## config.mk

```make
export PLATFORM = sky130hd
export DESIGN_NAME = col_id_dispatch_flat
export DESIGN_NICKNAME = d
export VERILOG_FILES = /design/src/rtl/col_id_dispatch_if.sv /design/src/rtl/col_id_dispatch.sv /design/src/flat_wrapper.sv
export SDC_FILE = /design/constraint.sdc
export NUM_CORES = 1
export LEC_CHECK = 0
export CAP_MARGIN = 20
export CORE_MARGIN = 2
export CORE_UTILIZATION = 57
export DETAILED_ROUTE_END_ITERATION = 7
export PLACE_DENSITY = 0.76
export SLEW_MARGIN = 20
export SYNTH_ARGS = -nofsm -noshare
export SYNTH_HDL_FRONTEND = slang
export SYNTH_SLANG_ARGS = --single-unit
```

## constraint.sdc

```tcl
create_clock -name clk -period 3.85 [get_ports clk]
set_input_delay 0.77 -clock clk [delete_from_list [all_inputs] [get_ports clk]]
set_output_delay 0.77 -clock clk [all_outputs]
set_load 0.01 [all_outputs]
```

## src/rtl/col_id_dispatch_if.sv

```systemverilog
// rtl/col_id_dispatch_if.sv - column-id stream input and per-channel FIFO head/pop bundle
interface col_id_dispatch_if #(
    parameter int channel_num = 4,
    parameter int col_id_size = 10
);
    logic [col_id_size-1:0]             in_id;
    logic                               in_valid;
    logic                               in_last;
    logic                               in_ready;
    logic [channel_num*col_id_size-1:0] id;
    logic [channel_num-1:0]             id_fifo_empty;
    logic [channel_num-1:0]             id_fifo_read;
    logic                               busy;

    modport master (
        output in_id, in_valid, in_last, id_fifo_read,
        input  in_ready, id, id_fifo_empty, busy
    );

    modport slave (
        input  in_id, in_valid, in_last, id_fifo_read,
        output in_ready, id, id_fifo_empty, busy
    );
endinterface

```

## src/rtl/col_id_dispatch.sv

```systemverilog
// rtl/col_id_dispatch.sv - deals a column-id stream round-robin into per-channel show-ahead FIFOs
module col_id_dispatch #(
    parameter int channel_num     = 4,
    parameter int col_id_size     = 10,
    parameter int fifo_depth_bits = 3
) (
    input logic               clk,
    input logic               rst,
    col_id_dispatch_if.slave  bus
);
    localparam int depth    = 1 << fifo_depth_bits;
    localparam int ptr_bits = (channel_num > 1) ? $clog2(channel_num) : 1;
    localparam logic [ptr_bits-1:0] last_ch = ptr_bits'(channel_num - 1);

    logic [ptr_bits-1:0]    ptr;
    logic [channel_num-1:0] full;
    logic [channel_num-1:0] empty;
    logic [channel_num-1:0] wr_en;
    logic [channel_num-1:0] rd_en;
    logic [col_id_size-1:0] head [channel_num];
    logic                   accept;

    // Only the target FIFO gates input, so ids are never reordered across channels.
    assign bus.in_ready      = ~full[ptr];
    assign accept            = bus.in_valid & bus.in_ready;
    assign bus.id_fifo_empty = empty;
    assign bus.busy          = ~&empty;

    always_comb begin
        bus.id = '0;
        for (int c = 0; c < channel_num; c++) begin
            bus.id[c*col_id_size +: col_id_size] = head[c];
        end
    end

    always_ff @(posedge clk or negedge rst) begin
        if (!rst) begin
            ptr <= '0;
        end else if (accept) begin
            if (bus.in_last || ptr == last_ch) begin
                ptr <= '0;
            end else begin
                ptr <= ptr + 1'b1;
            end
        end
    end

    for (genvar c = 0; c < channel_num; c++) begin : g_fifo
        logic [fifo_depth_bits:0] wr_ptr;
        logic [fifo_depth_bits:0] rd_ptr;
        logic [col_id_size-1:0]   mem [depth];

        assign empty[c] = (wr_ptr == rd_ptr);
        assign full[c]  = (wr_ptr[fifo_depth_bits-1:0] == rd_ptr[fifo_depth_bits-1:0]) &&
                          (wr_ptr[fifo_depth_bits] != rd_ptr[fifo_depth_bits]);
        assign wr_en[c] = accept && (ptr == ptr_bits'(c));
        assign rd_en[c] = bus.id_fifo_read[c] & ~empty[c];
        // Zero the head when empty so unreset memory contents never leak out.
        assign head[c]  = empty[c] ? '0 : mem[rd_ptr[fifo_depth_bits-1:0]];

        always_ff @(posedge clk or negedge rst) begin
            if (!rst) begin
                wr_ptr <= '0;
                rd_ptr <= '0;
            end else begin
                if (wr_en[c]) begin
                    wr_ptr <= wr_ptr + 1'b1;
                end
                if (rd_en[c]) begin
                    rd_ptr <= rd_ptr + 1'b1;
                end
            end
        end

        always_ff @(posedge clk) begin
            if (wr_en[c]) begin
                mem[wr_ptr[fifo_depth_bits-1:0]] <= bus.in_id;
            end
        end
    end
endmodule

```

## src/flat_wrapper.sv

```systemverilog
// flat-port wrapper written by rule: the top's interface ports become plain ports
module col_id_dispatch_flat 
#(
    parameter int channel_num     = 4,
    parameter int col_id_size     = 10,
    parameter int fifo_depth_bits = 3
)
  (clk, rst, bus_in_id, bus_in_valid, bus_in_last, bus_id_fifo_read, bus_in_ready, bus_id, bus_id_fifo_empty, bus_busy);
  col_id_dispatch_if #(.channel_num(channel_num), .col_id_size(col_id_size)) bus_i ();
  input logic clk;
  input logic rst;
  input wire logic [$bits(bus_i.in_id)-1:0] bus_in_id;
  input wire logic [$bits(bus_i.in_valid)-1:0] bus_in_valid;
  input wire logic [$bits(bus_i.in_last)-1:0] bus_in_last;
  input wire logic [$bits(bus_i.id_fifo_read)-1:0] bus_id_fifo_read;
  output wire logic [$bits(bus_i.in_ready)-1:0] bus_in_ready;
  output wire logic [$bits(bus_i.id)-1:0] bus_id;
  output wire logic [$bits(bus_i.id_fifo_empty)-1:0] bus_id_fifo_empty;
  output wire logic [$bits(bus_i.busy)-1:0] bus_busy;
  assign bus_i.in_id = bus_in_id;
  assign bus_i.in_valid = bus_in_valid;
  assign bus_i.in_last = bus_in_last;
  assign bus_i.id_fifo_read = bus_id_fifo_read;
  assign bus_in_ready = bus_i.in_ready;
  assign bus_id = bus_i.id;
  assign bus_id_fifo_empty = bus_i.id_fifo_empty;
  assign bus_busy = bus_i.busy;
  col_id_dispatch #(.channel_num(channel_num), .col_id_size(col_id_size), .fifo_depth_bits(fifo_depth_bits)) u_core (.clk(clk), .rst(rst), .bus(bus_i));
endmodule
```

Yosys cells after proc, flatten, opt, wreduce, memory -nomap -nowiden. Memory sizes are Yosys's and may differ from the RTL's. Cells that the tools add are included.

RAM bits: 320. Logic and storage cells: 75. Output and inout bits: 46. Input port bits: 18. Flip-flop bits (word level): 34. Memories kept: 4.

Memory list: u_core.g_fifo[0].mem (depth 8, width 10, rd ports 1, clocked after memory_dff 0, write ports 1, RTL line col_id_dispatch.sv:51) `logic [col_id_size-1:0] mem [depth];`; u_core.g_fifo[1].mem (depth 8, width 10, rd ports 1, clocked after memory_dff 0, write ports 1, RTL line col_id_dispatch.sv:51); u_core.g_fifo[2].mem (depth 8, width 10, rd ports 1, clocked after memory_dff 0, write ports 1, RTL line col_id_dispatch.sv:51); u_core.g_fifo[3].mem (depth 8, width 10, rd ports 1, clocked after memory_dff 0, write ports 1, RTL line col_id_dispatch.sv:51).

Eq/ne operators: 15. Bitwise gates (word level): 10. $lt $le $gt $ge: 1. Add/sub/neg operators: 9. Reductions and logical operators: 12. Multiplexer cells: 15.

Operators by type and width (number): 10-bit 2-to-1 mux (4); 4-bit by 1-bit adder with 4-bit output (second input constant) (8); 4-bit equality test (4); 3-bit equality test (4); 1-bit 2-to-1 mux (9); 1-bit logical AND (8); 1-bit bitwise AND (5); 1-bit NOT (5); 2-bit equality test (second input constant) (2); 1-bit inequality test (4); 4-bit AND reduction (1); 2-bit by 3-bit less-than comparator with 1-bit output (second input constant) (1); 2-bit by 1-bit adder with 2-bit output (second input constant) (1); 1-bit binary-select mux with 2-bit select (1); 2-bit by 1-bit equality test with 1-bit output (second input constant) (1); 2-bit zero test (1); 2-bit 2-to-1 mux (1); 1-bit zero test (1); 1-bit logical OR (1).

Logic depth before layout (Yosys ltp).
Word-level depth: 9. Mapped depth: 8. Mapped depth without buffers: 6.

Worst setup path before layout. OpenSTA, ideal clock, no wires.

Path kind: input to register. Start point: input bus_in_valid. End point: memory u_core.g_fifo[0].mem[0][0] (enable). Buffers on the path: 1. Setup slack: 0.788 ns. Data required time: 3.442 ns. Library setup time: 0.408 ns. Cell stages on the path: 4. Data arrival time: 2.654 ns. Cell sequence: clkbuf_1 -> nand2_1 -> nor3_1 -> nor4b_1.

Cells in the longest elaborated chain, start to end: 4.

RTL lines: from (decl) (RTL line flat_wrapper.sv:13) `input wire logic [$bits(bus_i.in_valid)-1:0] bus_in_valid;`; 1-bit bitwise AND (RTL line col_id_dispatch.sv:25) `assign accept = bus.in_valid & bus.in_ready;`; 1-bit logical AND (RTL line col_id_dispatch.sv:56) `assign wr_en[c] = accept && (ptr == ptr_bits'(c));`; 1-bit 2-to-1 mux (RTL line col_id_dispatch.sv:76) `if (wr_en[c]) begin`; 1-bit 2-to-1 mux (implied by the code) (RTL line col_id_dispatch.sv:77) `mem[wr_ptr[fifo_depth_bits-1:0]] <= bus.in_id;`; to (decl) (RTL line col_id_dispatch.sv:51).

Every way passes these cells.

Final worst setup path.
Start point: register u_core.g_fifo[0].wr_ptr[1]. End point: output bus_in_ready.

Cells in the longest elaborated chain, start to end: 5.

RTL lines: from (decl) (RTL line col_id_dispatch.sv:49) `logic [fifo_depth_bits:0] wr_ptr;`; from (signal assigned) (RTL line col_id_dispatch.sv:67) `wr_ptr <= wr_ptr + 1'b1;`; 3-bit equality test (RTL line col_id_dispatch.sv:54) `assign full[c] = (wr_ptr[fifo_depth_bits-1:0] == rd_ptr[fifo_depth_bits-1:0]) &&`; 1-bit logical AND (RTL line col_id_dispatch.sv:54); 1-bit binary-select mux with 2-bit select (RTL line col_id_dispatch.sv:24) `assign bus.in_ready = ~full[ptr];`; 1-bit 2-to-1 mux (implied by the code) (RTL line col_id_dispatch.sv:24); 1-bit NOT (RTL line col_id_dispatch.sv:24); to (decl) (RTL line flat_wrapper.sv:16) `output wire logic [$bits(bus_i.in_ready)-1:0] bus_in_ready;`.

Every way passes these cells. The select of a mux whose other input is x is not followed.

==> flow_summary.ini <==
[status]
outcome = finished, final reports clean

[sta]
rsz0062_at_grt = no
slew_violations = 0
worst_pin_slew_ns = 0.896
period_needed_ns = 3.64
fin_setup_tns_ns = 0
fin_hold_ws_ns = 0.377
fin_skew_ns = 0.0109
finalSetupViolCount = 0
min_period_over_period_pct = 94.5
finalHoldViolations = 0
maxSlewHeadroom_pct = 40.1
fmax_mhz = 275

[job]
cap_violations = 0

[global_routing]
overflow = 0
antenna_found_initial = 0
grt_pass1_wl_um = 43700
grt.total_usage_pct = 22.2
grt_pass1_vias = 7467
grt_max_degree = 35

[drt]
vias = 7212
antenna_left = 0
routedWlPerCell_um = 23.7
drc_errors = 0
dr.pass1.iters = 5
drt_wl_total_um = 28400
drt_iter0_drc = 707
via_per_inst = 6.02

[yosys]
synth_top_area_share_pct = 67.0
synth-edff-count = 320
synth_flop_cell = edfxtp_1
synth_most_common_cell = edfxtp_1
syn_area_um2 = 14300
ys_ff_latch = 354
seq_area_frac_synth_pct = 73.0
syn_inst = 734
async_reset_ff_share_pct = 9.60
yosysWarnings = 0
syn_nets = 764
ys_top_cells_by_count = edfxtp_1 (320), mux4_2 (80), nor2_1 (50), mux2i_1 (41), dfrtp_1 (34)
avgSynthCellArea_um2 = 19.5
synth_top_area_cell = edfxtp_1
synth_cell_types = 32
yosys-top-cells-area = edfxtp_1 (67%), mux4_2 (13%), dfrtp_1 (5.9%)

[hold_path]
hold_class = primary input to asynchronous set/reset pin

[setup_path]
worstPathBufferInverterCount = 2
worstPathArrival_ns = 2.87
crit_path_cell_trace = xor2_1 > or4_4 > o22ai_4 > or2_1 > inv_2 > clkdlybuf4s50_1
crit_path_end_kind = output port
cp_max_fo = 9
cpPeakStageDelay_ns = 0.59
cp_top_family = simple AND/OR/NAND/NOR gates
cp-start-kind = flop
r2r_setup_slack_ns = 1.11
critical_path.slowest_cell = or4_4
worstSetupPathType = flop to output port
crit_required_ns = 3.08

[die]
ios = 64
die_w_um = 163
die_h_um = 163
coreArea_um2 = 25000
start_util_pct = 57.4
die_area_um2 = 26400
num_rows = 58

[clocking]
post_cts_resized = 0
cts_tree = yes
cts.htree.levels = 2
cts_made_buffers = 35
cts_hold_buf = 0
cts_sinks = 354
clk_latency_ns = 0.50
clk_pin_slew_worst_paths_ns = 0.06
clockRootBuffer = clkbuf_16
cts_setup_buffers = 0
cts_buffer_depth = 3

[cells_and_area]
drive_gt1_share_pct = 25.5
multi_input_area_um2 = 3750
layout.nets = 875
fillCellCount = 1610
antenna_cells = 0
syn2layout_area_growth_pct = 17.0
seq_area_um2 = 10500

[power]
ir_worst_vdd_mv = 0.575
powerDensity_nw_per_um2 = 758
p_leak_uw = 0.00573

[placed_design]
gp_congestion = 0.824
port_buffers = 63
hpwl_um = 17200
-- sequential cells by signal, indices dropped and copies added, names as in the netlist --
name and flops:
u_core.g_fifo.mem 320, u_core.g_fifo.rd_ptr 16, u_core.g_fifo.wr_ptr 16, u_core.ptr 2
-- worst register-to-register path, delay by kind of cell, from the launching register on --
| kind | cells | cell delay (ns) |
|---|---|---|
| AOI/OAI and AO/OA | 1 | 0.29 |
| xor gates and xnor gates | 1 | 0.24 |
| buffers and inverters | 2 | 0.55 |
| and+or+nand+nor | 3 | 0.92 |
| DFF | 1 | 0.49 |
-- kinds of logic after synthesis --
kind of cell | after synthesis | synth area share, %
compound gates | 4 | 0.454
xor+xnor | 40 | 2.44
fa+ha+maj | 12 | 1.05
buf+inv | 53 | 1.80
flops | 354 | 73.0
mux | 130 | 16.1
simple gates | 141 | 5.13
-- layout by cell type (no fill, tap or decap), types with 7 or more instances in the layout --
master           count
mux4_2              80
edfxtp_1           320
nor2_1              50
clkbuf_1             9
nand2b_1             8
nor3_1              21
nand3_1             13
mux2i_1             41
buf_4               55
mux2_2               9
xor2_1              30
xnor2_1             10
clkdlybuf4s50_1     61
ha_1                12
nor4_2              14
nand2_1             11
dfrtp_1             34
nor4b_2              7
inv_1                8
clkbuf_16           37
-- area by class of cell --
type	instances	area share, %
Sequential cell	354	62.4
Multi-Input combinational cell	327	22.3
Timing Repair Buffer	118	6.16
Clock buffer	47	5.80
Tap cell	330	2.46
Clock inverter	14	0.694
Inverter	9	0.201
-- final timing paths --
kind / end / from / depth (start not counted)
min: u_core.g_fifo[2].wr_ptr[1] / rst / 1
max reg2reg: u_core.g_fifo[1].mem[6][1] / u_core.g_fifo[0].wr_ptr[1] / 7
min reg2reg: u_core.g_fifo[2].wr_ptr[3] / u_core.g_fifo[2].wr_ptr[3] / 1
max: bus_in_ready / u_core.g_fifo[0].wr_ptr[1] / 6
min in group clk: u_core.g_fifo[2].wr_ptr[3] / u_core.g_fifo[2].wr_ptr[3] / 1
max in group asynchronous: u_core.g_fifo[0].rd_ptr[0] / rst / 1
-- per-stage QoR --
step                power (uW)  utilization (%)  cell area [um^2]  setup slack [ns]  std cells
floorplan                 7810                -             14300             0.788        734
global placement          9430             62.9             15700             0.814       1138
detailed placement        9580             62.9             15700             0.756       1138
CTS                      12800             67.2             16800             0.227       1199
global route             13300             67.2             16800             0.127       1199
finish                   12700             67.2             16800             0.212       1199
-- metal layers --
| metal | part of all wire [%] | up-vias | GRT usage, % |
|---|---|---|---|
| li1 | - | 3147 | - |
| met2 | 50 | 224 | 36.9 |
| met3 | 5.3 | 42 | 3.62 |
| met5 | 0 | - | 0 |
| met1 | 43 | 3799 | 31.8 |
| met4 | 1.4 | 0 | 4.55 |
-- power breakdown --
group,internal [uW],switching [uW]
sequential,4580,312
combinational,2310,2280
clock,1910,1330
total,8800,3920
(Power assumes the default switching activity.)
==> RTL edit: new RTL, same settings <==
Reset style: synchronous (`rst`), changed in 2 clocked blocks.
--- a/src/rtl/col_id_dispatch.sv
+++ b/src/rtl/col_id_dispatch.sv
@@ -35,3 +35,3 @@
 
-    always_ff @(posedge clk or negedge rst) begin
+    always_ff @(posedge clk) begin
         if (!rst) begin
@@ -60,3 +60,3 @@
 
-        always_ff @(posedge clk or negedge rst) begin
+        always_ff @(posedge clk) begin
             if (!rst) begin
Check against the original RTL: differs if rst is asserted again (counterexample within 4 cycles, from zero or initial values and one cycle with rst low); with rst held inactive, the same outputs for 4 cycles.
==> RTL edit against the original RTL <==
  * Routed wire length up 2.2%
  * Sequential cell count rose by 12
  * Utilization rose by 0.77 points
  * Critical path depth did not move
  * Global-route usage increased by 0.24 points
  * Synthesized area is 2.0% higher
  * Hold slack better by 110 ps
  * First-iteration DRC count is 21% lower
  * Final area grew 2.0%
  * Worst setup slack improved by 23 ps
  * Largest cell class unchanged
  * Highest routed layer unchanged
Power is not compared: it rests on default switching activity, and its combinational part moved more than twofold at a synthesized area within 25%.
==> RTL edit: results (changes against the original RTL) <==
stage	metric	value	unit	change
worst_hold_path	Hold WC Path Type	flip-flop to flip-flop		
clock_tree	H-tree levels	2		unchanged
layout	# fillers	1561		-3.0%
global_routing	global-route wire length before repair	44600	um	+2.1%
routing	DRT Pass-1 Iters	5		unchanged
placed_design	placed inst area	16000	um2	+1.7%
routing	routed vias	7541		+4.6%
layout	Largest register FFs	320		unchanged
worst_setup_path	Reg2Reg Depth	7		unchanged
clock_tree	Worst-path clk slew	60	ps	about the same
global_routing	M3 GR Usage	3.54	%	-0.081 points
yosys	synth warn	0		unchanged
worst_setup_path	Worst Setup Path Type	flip-flop to output port		
status	status	completed		
placed_design	number of port buffers	63		unchanged
worst_setup_path	WP data arrival	2840	ps	-30 ps
global_routing	met1 global-route usage	30.2	%	-1.6 points
worst_setup_path	R2R Setup Slk	930	ps	-180 ps
yosys	Post-synth top cells	edfxtp_1 (320), mux4_2 (80), nor2_1 (70), mux2i_1 (56), dfxtp_1 (46)		
sta	Worst Tran Pin Value	925	ps	+29.5 ps
global_routing	vias in the first global route	7767		+4.0%
layout	Final nets	934		+6.7%
power	peak supply drop	0.453	mV	
routing	drt initial violations	558		-21%
clock_tree	postcts setup bufs	0		unchanged
clock_tree	cts bufs inserted	37		+5.7%
placed_design	routability cong.	0.799		-3.0%
sta	skew final	24.4	ps	+13.5 ps
placed_design	dpl ws	798	ps	+41.7 ps
yosys	Area contributors post-synth	edfxtp_1 (66%), mux4_2 (12%), dfxtp_1 (6.3%)		
yosys	sequential fraction of the synthesis area	72.0	%	-0.94 points
sta	fin. max-slew vios	0		unchanged
layout	share of layout cells above drive strength 1	23.3	%	-2.3 points
clock_tree	Worst-Skew Late Latency	520	ps	+20 ps
worst_setup_path	worst setup path end	bus_in_ready		
layout	ant diodes	0		unchanged
global_routing	largest net degree at the start of global routing	33		-5.7%
worst_setup_path	critical path fanouts, max	12		+3
global_routing	initial antenna violation count	0		unchanged
yosys	FFs w/ async S/R, synth	0	%	-9.6 points
global_routing	total track usage	22.4	%	+0.24 points
worst_setup_path	Worst Setup SP	u_core.g_fifo[2].wr_ptr[1]		
yosys	syn_nets	821		+7.5%
sta	final worst-path cycle share	93.9	%	-0.61 points
clock_tree	clk root buf	clkbuf_16		
placed_design	hpwl dp	17900	um	+4.2%
yosys	library cells used by synthesis	38		+19%
worst_setup_path	worst r2r dst	u_core.g_fifo[2].mem[0][2]		
power	Pleak	5.51	nW	
routing	Total Routed Length	29100	um	+2.2%
clock_tree	cts repair resizes	0		unchanged
global_routing	grt met2 use	38.8	%	+1.9 points
## RTL edit: changes by cell type in the layout (fill, tap and decap cells not counted), moves of 9 or more
cell     unedited run  this run
dfxtp_1             0        46
dfrtp_1            34         0
nor2_1             50        70
nor3_1             21         4
nand2_1            11        27
mux2i_1            41        56
xor2_1             30        20
mux2_2              9         0
## RTL edit: logic make-up after synthesis
group | after synthesis | synth area share, %
compound gates | 14 | 0.685
xor+xnor | 28 | 1.68
fa+ha+maj | 12 | 1.03
buf+inv | 50 | 1.56
flops | 366 | 72.0
mux | 136 | 16.2
simple gates | 185 | 6.86
## RTL edit: power by group
part,internal (mW),switching [mW]
Combinational,0.346,0.374
Sequential,4.35,0.0273
Clock,1.95,1.42
## RTL edit: area by class of cell
type	count	share of cell area, %
timing repair buffer	117	6.05
sequential	366	61.5
tap	330	2.41
clock buffer	48	5.96
inverter	7	0.154
clock inverter	20	0.804
multi-input combinational	375	23.1
## RTL edit: through the flow
step / total power, mW / hold WS (ps) / utilization, % / cells
4_1_cts: 8.54 / 484 / 68.0 / 1263
5_1_grt: 8.75 / 493 / 68.0 / 1263
6_report: 8.47 / 490 / 68.0 / 1263
3_5_place_dp: 5.19 / 476 / 63.4 / 1195
2_1_floorplan: 4.85 / 455 / - / 791
3_3_place_gp: 5.16 / 467 / 63.4 / 1195
## RTL edit: worst max-delay path, stage by stage, from the launching register on
cell and delay [ps]:
dfxtp_1 490, xor2_1 160, nor4_1 430, a22o_1 500, or2_2 210, inv_1 40, clkdlybuf4s50_1 470
## RTL edit: metal layers
metal | wire length, um | up-vias | part of all wire, %
li1 | - | 3362 | -
met1 | 11900 | 3846 | 41
met2 | 15000 | 279 | 51
met3 | 1650 | 54 | 5.7
met4 | 535 | 0 | 1.8
met5 | 0 | - | 0
